[src/rtl/spi_slave_pkg.sv]
// spi_slave_pkg: shared definitions for the SPI responder.
//   W_SPI      default word width (matches the CPU word width)
//   state_t    responder frame state (idle / active)
//   SPI_CPOL,
//   SPI_CPHA   bus mode constants, also used by the controller side
package spi_slave_pkg;

  localparam int unsigned W_SPI = 32;

  typedef enum logic {
    ST_IDLE   = 1'b0,
    ST_ACTIVE = 1'b1
  } state_t;

  // Mode 0: SCLK idles low, data sampled on the rising edge.
  localparam logic SPI_CPOL = 1'b0;
  localparam logic SPI_CPHA = 1'b0;

endpackage

[src/rtl/spi_slave_sync.sv]
// spi_sync: two-flop synchronizer for an asynchronous pin plus a third
// flop for edge detection.
//   clk, rst  system clock, asynchronous active-high reset
//   pin       asynchronous input
//   level     synchronized level (second flop)
//   rise      one-cycle strobe on a synchronized 0->1 transition
//   fall      one-cycle strobe on a synchronized 1->0 transition
module spi_sync #(
  parameter logic RST_VAL = 1'b0
) (
  input  logic clk,
  input  logic rst,
  input  logic pin,
  output logic level,
  output logic rise,
  output logic fall
);

  logic s1, s2, s3;

  always_ff @(posedge clk or posedge rst) begin
    if (rst) begin
      s1 <= RST_VAL;
      s2 <= RST_VAL;
      s3 <= RST_VAL;
    end else begin
      s1 <= pin;
      s2 <= s1;
      s3 <= s2;
    end
  end

  assign level = s2;
  assign rise  = s2 & ~s3;
  assign fall  = ~s2 & s3;

endmodule

[src/rtl/spi_slave.sv]
// spi_slave: SPI responder, mode 0, MSB first, oversampled in the clk domain.
//   clk, rst     system clock (>= 8x SCLK), asynchronous active-high reset
//   sclk, cs_n,
//   mosi         SPI pins from the controller (asynchronous)
//   miso         responder data out, 0 outside a frame
//   miso_oe      MISO drive enable, high while the frame is active
//   tx_data,
//   tx_valid,
//   tx_ready     one-entry TX holding register with valid/ready handshake
//   rx_data      last complete received word
//   rx_valid     one-cycle strobe: rx_data updated
//   tx_underrun  one-cycle strobe: word started with an empty holding register
//   frame_abort  one-cycle strobe: cs_n released mid-word
module spi_slave
  import spi_slave_pkg::*;
#(
  parameter int unsigned W = W_SPI
) (
  input  logic         clk,
  input  logic         rst,
  input  logic         sclk,
  input  logic         cs_n,
  input  logic         mosi,
  output logic         miso,
  output logic         miso_oe,
  input  logic [W-1:0] tx_data,
  input  logic         tx_valid,
  output logic         tx_ready,
  output logic [W-1:0] rx_data,
  output logic         rx_valid,
  output logic         tx_underrun,
  output logic         frame_abort
);

  localparam int unsigned CW = $clog2(W);
  localparam logic [CW-1:0] LAST_BIT = CW'(W - 1);

  logic sclk_lvl_unused, sclk_rise, sclk_fall;
  logic cs_lvl_unused, cs_rise, cs_fall;
  logic mosi_s, mosi_rise_unused, mosi_fall_unused;

  spi_sync #(.RST_VAL(1'b0)) u_sync_sclk (
    .clk   (clk),
    .rst   (rst),
    .pin   (sclk),
    .level (sclk_lvl_unused),
    .rise  (sclk_rise),
    .fall  (sclk_fall)
  );

  spi_sync #(.RST_VAL(1'b1)) u_sync_cs (
    .clk   (clk),
    .rst   (rst),
    .pin   (cs_n),
    .level (cs_lvl_unused),
    .rise  (cs_rise),
    .fall  (cs_fall)
  );

  spi_sync #(.RST_VAL(1'b0)) u_sync_mosi (
    .clk   (clk),
    .rst   (rst),
    .pin   (mosi),
    .level (mosi_s),
    .rise  (mosi_rise_unused),
    .fall  (mosi_fall_unused)
  );

  state_t        state;
  logic [CW-1:0] bit_cnt;
  logic [W-2:0]  rx_shift;   // top bit never needed: full word goes straight to rx_data
  logic [W-1:0]  tx_shift;
  logic [W-1:0]  hold;       // valid when tx_ready is low

  logic          sample_edge, shift_edge;
  logic          word_load;
  logic          handshake;
  logic [W-1:0]  load_word;
  logic [W-1:0]  rx_word;

  always_comb begin
    sample_edge = (SPI_CPOL ^ SPI_CPHA) ? sclk_fall : sclk_rise;
    shift_edge  = (SPI_CPOL ^ SPI_CPHA) ? sclk_rise : sclk_fall;
    handshake   = tx_valid & tx_ready;
    // A new word enters tx_shift at frame start and on the shift edge that
    // follows a completed word; cs_n release takes priority over that edge.
    word_load   = ((state == ST_IDLE) && cs_fall) ||
                  ((state == ST_ACTIVE) && !cs_rise && shift_edge && (bit_cnt == '0));
    load_word   = tx_ready ? '0 : hold;
    rx_word     = {rx_shift, mosi_s};
  end

  always_ff @(posedge clk or posedge rst) begin
    if (rst) begin
      state       <= ST_IDLE;
      bit_cnt     <= '0;
      rx_shift    <= '0;
      tx_shift    <= '0;
      hold        <= '0;
      miso        <= 1'b0;
      miso_oe     <= 1'b0;
      tx_ready    <= 1'b1;
      rx_data     <= '0;
      rx_valid    <= 1'b0;
      tx_underrun <= 1'b0;
      frame_abort <= 1'b0;
    end else begin
      rx_valid    <= 1'b0;
      tx_underrun <= 1'b0;
      frame_abort <= 1'b0;

      // Handshake and word load in the same cycle: load_word already holds
      // the old content (or zeros), and the new word stays in hold.
      if (handshake) begin
        hold     <= tx_data;
        tx_ready <= 1'b0;
      end else if (word_load) begin
        tx_ready <= 1'b1;
      end

      if (word_load) begin
        tx_shift    <= load_word;
        miso        <= load_word[W-1];
        tx_underrun <= tx_ready;
      end

      case (state)
        ST_IDLE: begin
          if (cs_fall) begin
            state   <= ST_ACTIVE;
            bit_cnt <= '0;
            miso_oe <= 1'b1;
          end
        end
        ST_ACTIVE: begin
          if (cs_rise) begin
            // Partial word is dropped; tx_shift content counts as consumed.
            state       <= ST_IDLE;
            bit_cnt     <= '0;
            miso        <= 1'b0;
            miso_oe     <= 1'b0;
            frame_abort <= (bit_cnt != '0);
          end else if (sample_edge) begin
            rx_shift <= rx_word[W-2:0];
            if (bit_cnt == LAST_BIT) begin
              rx_data  <= rx_word;
              rx_valid <= 1'b1;
              bit_cnt  <= '0;
            end else begin
              bit_cnt <= bit_cnt + CW'(1);
            end
          end else if (shift_edge && (bit_cnt != '0)) begin
            tx_shift <= tx_shift << 1;
            miso     <= tx_shift[W-2];
          end
        end
        default: state <= ST_IDLE;
      endcase
    end
  end

endmodule

[config.mk]
export PLATFORM = sky130hd
export DESIGN_NAME = spi_slave
export DESIGN_NICKNAME = d
export VERILOG_FILES = /design/src/rtl/spi_slave_pkg.sv /design/src/rtl/spi_slave_sync.sv /design/src/rtl/spi_slave.sv
export SDC_FILE = /design/constraint.sdc
export NUM_CORES = 1
export LEC_CHECK = 0
export CAP_MARGIN = 20
export CELL_PAD_IN_SITES_DETAIL_PLACEMENT = 0
export CELL_PAD_IN_SITES_GLOBAL_PLACEMENT = 2
export CORE_ASPECT_RATIO = 1.75
export CORE_MARGIN = 5
export CORE_UTILIZATION = 41
export DETAILED_ROUTE_END_ITERATION = 10
export PLACE_DENSITY_LB_ADDON = 0.08
export SYNTH_ARGS = -nofsm -noshare
export SYNTH_HDL_FRONTEND = slang
export SYNTH_SLANG_ARGS = --single-unit
[constraint.sdc]
create_clock -name clk -period 9.5 [get_ports clk]
set_input_delay 1.425 -clock clk [delete_from_list [all_inputs] [get_ports clk]]
set_output_delay 1.425 -clock clk [all_outputs]
set_load 0.005 [all_outputs]
==> results of run 1 <==
## flip-flops by register name, indices dropped and copies added, names as in the netlist, 5 cells and up
| signal | count |
|---|---|
| rx_data | 32 |
| tx_shift | 31 |
| hold | 32 |
| bit_cnt | 5 |
| rx_shift | 31 |
## cell families after synthesis
family | Yosys count
compound gates | 44
mux | 126
flops | 146
buf+inv | 34
fa+ha+maj | 3
simple gates | 94
## per-stage QoR
stage	hold slack, ns	setup WS (ns)	cell area (µm²)	cells
global route	0.3518	6.122	7597	720
floorplan	0.3312	4.159	6075	447
CTS	0.3515	6.173	7570	719
global placement	0.3365	6.039	6972	687
detailed placement	0.3363	5.984	6972	687
finish	0.3523	6.223	7597	720
## cell type report
class                           count  area [µm²]  share of cell area
Tap cell                          183       229.0             0.03014
Multi-Input combinational cell    267        2242              0.2951
Sequential cell                   146        3659              0.4816
Inverter                            9       38.79            0.005105
Timing Repair Buffer               83       830.8              0.1094
Clock inverter                     15       172.7             0.02273
Clock buffer                       17       425.4             0.05599
## routing by layer
metal | GRT usage | vias to the layer above | wire length, µm
li1 | - | 1692 | -
met1 | 0.1636 | 1820 | 4698
met2 | 0.2283 | 60 | 5734
met3 | 0.04243 | 15 | 532
met4 | 0.05882 | 0 | 190
met5 | 0 | - | 0
## synth_stat cells (all sizes together)
cell type / count / area, µm²
nor4b: 1 / 8.760
a22oi: 1 / 7.510
nand2: 6 / 22.52
inv: 9 / 33.78
mux2i: 31 / 310.3
and3: 2 / 12.51
mux2: 95 / 1070
nand3b: 1 / 7.510
nor3: 1 / 5.000
ha: 3 / 37.54
clkbuf: 14 / 52.55
nor2: 35 / 131.4
or4b: 1 / 13.76
a31oi: 1 / 6.260
and3b: 1 / 8.760
dfrtp: 142 / 3553
dfstp: 4 / 105.1
and2: 1 / 6.260
a21oi: 34 / 245.2
nand3: 3 / 15.01
o21a: 2 / 15.01
nand4: 4 / 25.02
nand2b: 2 / 12.51
nor4: 1 / 6.260
nor2b: 33 / 206.5
buf: 11 / 98.84
o21ai: 4 / 20.02
o22ai: 1 / 6.260
or3b: 1 / 8.760
or2: 1 / 6.260
o41ai: 1 / 16.27
## worst max path at each step
stage	startpoint	endpoint	slack, ns	cells past startpoint
2_1_floorplan	rst	bit_cnt[0]$_DFFE_PP0P_	4.16	1
3_3_place_gp	rst	u_sync_mosi.s1$_DFF_PP0_	6.04	3
3_5_place_dp	rst	u_sync_mosi.s1$_DFF_PP0_	5.98	3
4_1_cts	tx_ready$_DFFE_PP1P_	tx_ready	6.17	2
5_1_grt	tx_ready$_DFFE_PP1P_	tx_ready	6.12	2
6_report	tx_ready$_DFFE_PP1P_	tx_ready	6.22	2
## critical path: stages, from the launching register on
cell and delay [ns]:
sky130_fd_sc_hd__dfstp_2 0.52, sky130_fd_sc_hd__buf_4 0.34, sky130_fd_sc_hd__clkdlybuf4s50_1 0.58
## cell usage in the layout (no fill, tap or decap), types with 2 or more instances in the layout
cell	instances
sky130_fd_sc_hd__dfstp_2	4
sky130_fd_sc_hd__nand3_1	3
sky130_fd_sc_hd__inv_8	3
sky130_fd_sc_hd__inv_6	7
sky130_fd_sc_hd__and3_1	2
sky130_fd_sc_hd__buf_4	7
sky130_fd_sc_hd__ha_1	3
sky130_fd_sc_hd__nor2b_1	33
sky130_fd_sc_hd__nand2_1	6
sky130_fd_sc_hd__o21ai_0	4
sky130_fd_sc_hd__mux2i_1	31
sky130_fd_sc_hd__bufinv_16	2
sky130_fd_sc_hd__a21oi_1	14
sky130_fd_sc_hd__clkdlybuf4s50_1	75
sky130_fd_sc_hd__dfrtp_1	142
sky130_fd_sc_hd__nor2_1	35
sky130_fd_sc_hd__o21a_1	2
sky130_fd_sc_hd__nand4_1	4
sky130_fd_sc_hd__a21oi_2	20
sky130_fd_sc_hd__clkinv_2	2
sky130_fd_sc_hd__inv_1	8
sky130_fd_sc_hd__clkbuf_16	17
sky130_fd_sc_hd__mux2_2	95
sky130_fd_sc_hd__nand2b_1	2
## power by group
group / switching (W) / internal (W) / leakage (nW)
combinational: 0.000154 / 0.000209 / 1.32
sequential: 0.0000756 / 0.000773 / 1.89
clock: 0.000279 / 0.000397 / 0.295
==> impl_metrics.py, run 1 <==
metrics = {
    "routing": {
        "detail_route.vias_per_cell": 4.982,
        "wl_um": 11160,
        "drt_iter0_drc": 85,
        "number_of_optimization_iterations_in_the_first_detailed_route_pass": 4,
        "avgRoutedWirePerCell_um": 15.49,
        "drc_errors": 0,
        "vias": 3587,
        "route.antenna.remaining_nets": 0,
    },
    "grt": {
        "antenna_found_initial": 0,
        "first_global_vias": 3973,
        "grt_start_max_net_pins": 88,
        "grtUsageTotal": 0.1376,
        "grt_remaining_overflow": 0,
        "grt_first_pass_wirelength_um": 18860,
    },
    "worst_hold_path": {
        "holdCritStartpoint": "u_sync_sclk.s1$_DFF_PP0_",
        "holdCritPathClass": "register to register",
        "worstHoldEndpoint": "u_sync_sclk.level$_DFF_PP0_",
        "holdPathStages": 0,
    },
    "clock_network": {
        "cts_setup_buffers": 0,
        "clk_transition_reported_paths_ns": 0.06,
        "cts.htree.levels": 4,
        "cts_tree": "yes",
        "cts_made_buffers": 17,
        "holdBufCountCts": 0,
        "cts_max_path_buffers": 2,
        "cts_root_buf": "sky130_fd_sc_hd__clkbuf_16",
        "sinks_on_the_clock_net": 146,
        "cts_resized": 0,
        "clk-insertion-delay-late_ns": 0.41,
    },
    "cells_and_area": {
        "ratio_of_cells_with_drive_above_1_in_the_final_layout": 0.3054,
        "fill_cells": 1319,
        "insertedDiodeCount": 0,
        "final_nets": 565,
        "layout.core_utilization": 0.5172,
        "layout-area-overhead-vs-synth_pct": 25.07,
    },
    "sta": {
        "slew_viol_final": 0,
        "timing.setup.tns_ns": 0,
        "final.min_clock_period_ns": 3.277,
        "layout_worst_path_cycle_share": 0.3450,
        "fmax_ghz": 0.3051,
        "finClkSkew_ns": 0.007976,
        "setup_viol_count_final": 0,
        "max_slew.worst_pin.slew_ns": 0.7141,
        "timing.max_slew.rel_slack": 0.5240,
        "rsz0062_at_grt": "false",
        "final_hold_viol_count": 0,
    },
    "place": {
        "portBuffers": 75,
        "gp_routability_congestion": 0.7951,
        "place.detailed.hpwl_um": 6975,
    },
    "setup_path": {
        "worstReg2RegStart": "bit_cnt[0]$_DFFE_PP0P_",
        "critPathMaxFanout": 36,
        "reg2reg_setup_slack_ns": 6.99,
        "crit_path_start_kind": "register",
        "worst_r2r_endpoint": "tx_shift[16]$_DFF_PP0_",
        "worstPathRequired_ns": 8.08,
        "timing.critical_path.to_type": "output pin",
        "cp_data_arrival_time_ns": 1.85,
        "reg2reg_depth": 7,
        "critical_path_class": "register to output pin",
    },
    "logic_synthesis": {
        "synth_mux_area_frac": 0.2272,
        "sequential_cell_area_fraction_in_the_yosys_report": 0.6023,
        "post_synthesis_adder_cell_area_fraction": 0.006179,
        "yosys_warning_count": 0,
        "synth.ff_latch_count": 146,
        "synth_nets": 488,
        "parity_gate_share_of_the_synthesized_area_counting_xor_and_xnor_cells": 0,
        "synth_cell_types": 35,
        "postSynthAreaPerCell_um2": 13.59,
        "compound_cell_area_share_of_the_yosys_netlist": 0.05211,
        "synth_top_family_by_area": "multiplexers",
        "synthesis.instances": 447,
        "post_synth_instance_area_mm2": 0.006075,
        "synth_simple_gate_area_frac": 0.08177,
    },
    "flow_run": {
        "drv_cap": 0,
    },
    "power_and_ir_drop": {
        "largest_voltage_drop_on_the_vdd_net_v": 0.0001216,
        "power_density_mw_per_mm2": 248.3,
        "total_power_w": 0.001887,
        "static-leakage-power_nw": 3.499,
    },
    "die": {
        "die-area_mm2": 0.01745,
        "io_pins": 76,
        "die_h_um": 171.0,
        "row_count": 59,
        "fp.coreArea_mm2": 0.01469,
        "initial_utilization": 0.4135,
        "horizontal_die_dimension_um": 102.0,
    },
    "outcome": {
        "outcome": "complete, no violations",
    },
}
(Power assumes the default switching activity.)
==> run 2: changes to the inputs <==
--- a/config.mk
+++ b/config.mk
@@ -10,7 +10,7 @@
 export CELL_PAD_IN_SITES_GLOBAL_PLACEMENT = 2
 export CORE_ASPECT_RATIO = 1.75
 export CORE_MARGIN = 5
-export CORE_UTILIZATION = 41
+export CORE_UTILIZATION = 35
 export DETAILED_ROUTE_END_ITERATION = 10
 export PLACE_DENSITY_LB_ADDON = 0.08
 export SYNTH_ARGS = -nofsm -noshare
==> constraint.sdc (replaced) <==
create_clock -name clk -period 2.8 [get_ports clk]
set_input_delay 0.42 -clock clk [delete_from_list [all_inputs] [get_ports clk]]
set_output_delay 0.42 -clock clk [all_outputs]
set_load 0.005 [all_outputs]
==> run 2 against run 1 <==
Via count is 0.70% lower. Power rose to 3.3 times the previous value. Critical path depth decreased by 1. Cell area increased by 0.89%. Hold slack gained 0.0023 ns. Global-route usage down 1.0 points. Combinational power grew to 3.3 times the previous value.
==> impl_metrics.py, run 2 (synthesis gave the netlist of run 1 again) <==
metrics = {
    "sta": {
        "finClkSkew_ns": 0.01491,
        "timing.max_slew.rel_slack": 0.5637,
        "rsz0062_at_grt": "false",
        "timing.setup.tns_ns": 0,
        "layout_worst_path_cycle_share": 0.8193,
        "max_slew.worst_pin.slew_ns": 0.6453,
        "setup_viol_count_final": 0,
        "final_hold_viol_count": 0,
        "slew_viol_final": 0,
        "final.min_clock_period_ns": 2.294,
        "fmax_ghz": 0.4359,
        "hold_ws_ns": 0.3546,
    },
    "die": {
        "initial_utilization": 0.3568,
        "die-area_mm2": 0.02019,
        "die_h_um": 184.3,
        "fp.coreArea_mm2": 0.01703,
        "io_pins": 76,
        "row_count": 63,
        "horizontal_die_dimension_um": 109.6,
    },
    "clock_network": {
        "sinks_on_the_clock_net": 146,
        "cts_setup_buffers": 0,
        "clk_transition_reported_paths_ns": 0.06,
        "cts_made_buffers": 17,
        "cts.htree.levels": 4,
        "cts_resized": 0,
        "cts_max_path_buffers": 2,
        "clk-insertion-delay-late_ns": 0.42,
        "holdBufCountCts": 0,
        "cts_tree": "yes",
        "cts_root_buf": "sky130_fd_sc_hd__clkbuf_16",
    },
    "power_and_ir_drop": {
        "static-leakage-power_nw": 3.503,
        "clock_power_share": 0.345,
        "internal_power_w": 0.004531,
        "comb_power_share": 0.190,
        "share_seq_of_total_power": 0.464,
        "power_switching_share": 0.2805,
        "largest_voltage_drop_on_the_vdd_net_v": 0.0003879,
        "power_density_mw_per_mm2": 821.6,
        "power.switching_w": 0.001767,
    },
    "setup_path": {
        "path_delay_family": "flip-flops",
        "worst-path-stages": 1,
        "worst_r2r_endpoint": "tx_shift[18]$_DFF_PP0_",
        "critPathMaxFanout": 25,
        "path_buf_inv": 1,
        "timing.critical_path.to_type": "output pin",
        "cp_cell_sequence": "clkdlybuf4s50_1",
        "worstReg2RegStart": "bit_cnt[0]$_DFFE_PP0P_",
        "cp_data_arrival_time_ns": 1.87,
        "critPathMaxStageDelay_ns": 0.86,
        "reg2reg_setup_slack_ns": 0.54,
        "cp_slowest_cell": "sky130_fd_sc_hd__dfstp_2",
        "critical_path_class": "register to output pin",
        "crit_path_start_kind": "register",
        "reg2reg_depth": 7,
        "worstPathRequired_ns": 2.38,
    },
    "cells_and_area": {
        "mostFrequentLayoutCells": "142 x sky130_fd_sc_hd__dfrtp_1, 95 x sky130_fd_sc_hd__mux2_2, 75 x sky130_fd_sc_hd__clkdlybuf4s50_1, 35 x sky130_fd_sc_hd__nor2_1, 33 x sky130_fd_sc_hd__nor2b_1",
        "layout.cells.most_common": "sky130_fd_sc_hd__dfrtp_1",
        "layout-area-overhead-vs-synth_pct": 26.18,
        "fill_cells": 1640,
        "final_nets": 567,
        "insertedDiodeCount": 0,
        "layout.core_utilization": 0.4502,
        "largest_registers": "hold (32), rx_data (32)",
        "ratio_of_cells_with_drive_above_1_in_the_final_layout": 0.3061,
    },
    "routing": {
        "wl_um": 11730,
        "met1_length_um": 4815,
        "number_of_optimization_iterations_in_the_first_detailed_route_pass": 4,
        "drc_errors": 0,
        "drt_iter0_drc": 106,
        "wl_met3_um": 586,
        "detail_route.vias_per_cell": 4.650,
        "route.antenna.remaining_nets": 0,
        "route.met2.wl_um": 6155,
        "vias": 3562,
        "avgRoutedWirePerCell_um": 15.31,
        "top_routing_layer_in_use": "met4",
    },
    "grt": {
        "grtUsageTotal": 0.1275,
        "grt_start_max_net_pins": 77,
        "grt_first_pass_wirelength_um": 20020,
        "antenna_found_initial": 0,
        "grt_remaining_overflow": 0,
        "first_global_vias": 4031,
    },
    "place": {
        "place.detailed.hpwl_um": 7570,
        "portBuffers": 75,
        "gp_routability_congestion": 0.7595,
    },
    "worst_hold_path": {
        "holdCritPathClass": "register to register",
        "worstHoldEndpoint": "u_sync_sclk.level$_DFF_PP0_",
        "holdCritStartpoint": "u_sync_sclk.s1$_DFF_PP0_",
        "holdPathStages": 0,
    },
    "outcome": {
        "outcome": "complete, no violations",
    },
    "flow_run": {
        "drv_cap": 0,
    },
}
[run 2: cell types whose count changed in the layout (fill, tap and decap cells not counted)]
cell                        previous run  this run
sky130_fd_sc_hd__buf_12                0         4
sky130_fd_sc_hd__inv_8                 3         6
sky130_fd_sc_hd__bufinv_16             2         0
sky130_fd_sc_hd__clkinv_2              2         0
sky130_fd_sc_hd__clkinv_4              1         3
sky130_fd_sc_hd__inv_6                 7         5
sky130_fd_sc_hd__buf_16                1         0
sky130_fd_sc_hd__buf_4                 7         6
sky130_fd_sc_hd__clkbuf_1              0         1
[run 2: metal layers]
metal	track usage	vias up
li1	-	1699
met1	0.1460	1790
met2	0.2161	64
met3	0.04311	9
met4	0.05142	0
met5	0	-
[run 2: cell type report]
class                      count  area (µm²)  share of cell area
sequential                   146        3659              0.4773
multi-input combinational    267        2242              0.2925
timing repair buffer          85       875.8              0.1143
clock buffer                  18       429.2             0.05599
tap                          227       284.0             0.03706
clock inverter                14       137.6             0.01796
inverter                       9       37.54            0.004897
[run 2: worst max path at each step]
stage                     slack, ns                   start                     end
after global routing           0.36    tx_ready$_DFFE_PP1P_                tx_ready
after floorplan                0.55                     rst  bit_cnt[0]$_DFFE_PP0P_
after CTS                      0.43    tx_ready$_DFFE_PP1P_                tx_ready
after detailed placement       0.53  bit_cnt[0]$_DFFE_PP0P_  tx_shift[18]$_DFF_PP0_
after global placement         0.60  bit_cnt[0]$_DFFE_PP0P_  tx_shift[22]$_DFF_PP0_
final                          0.51    tx_ready$_DFFE_PP1P_                tx_ready
[run 2: through the flow]
step	power, W	setup WS, ns	instance area [µm²]	cells
after global placement	0.004171	0.5985	7098	734
final	0.006298	0.5058	7665	766
after global routing	0.006698	0.3634	7665	766
after detailed placement	0.004207	0.5327	7098	734
after CTS	0.006437	0.4296	7665	766
after floorplan	0.003841	0.5502	6078	447
[run 2: power groups by stage]
stage	sequential, W	combinational (W)	clock [W]
after floorplan	0.00284	0.00100	0
after global placement	0.00297	0.00120	0
after detailed placement	0.00297	0.00124	0
after CTS	0.00294	0.00124	0.00226
after global routing	0.00300	0.00135	0.00234
final	0.00292	0.00120	0.00218
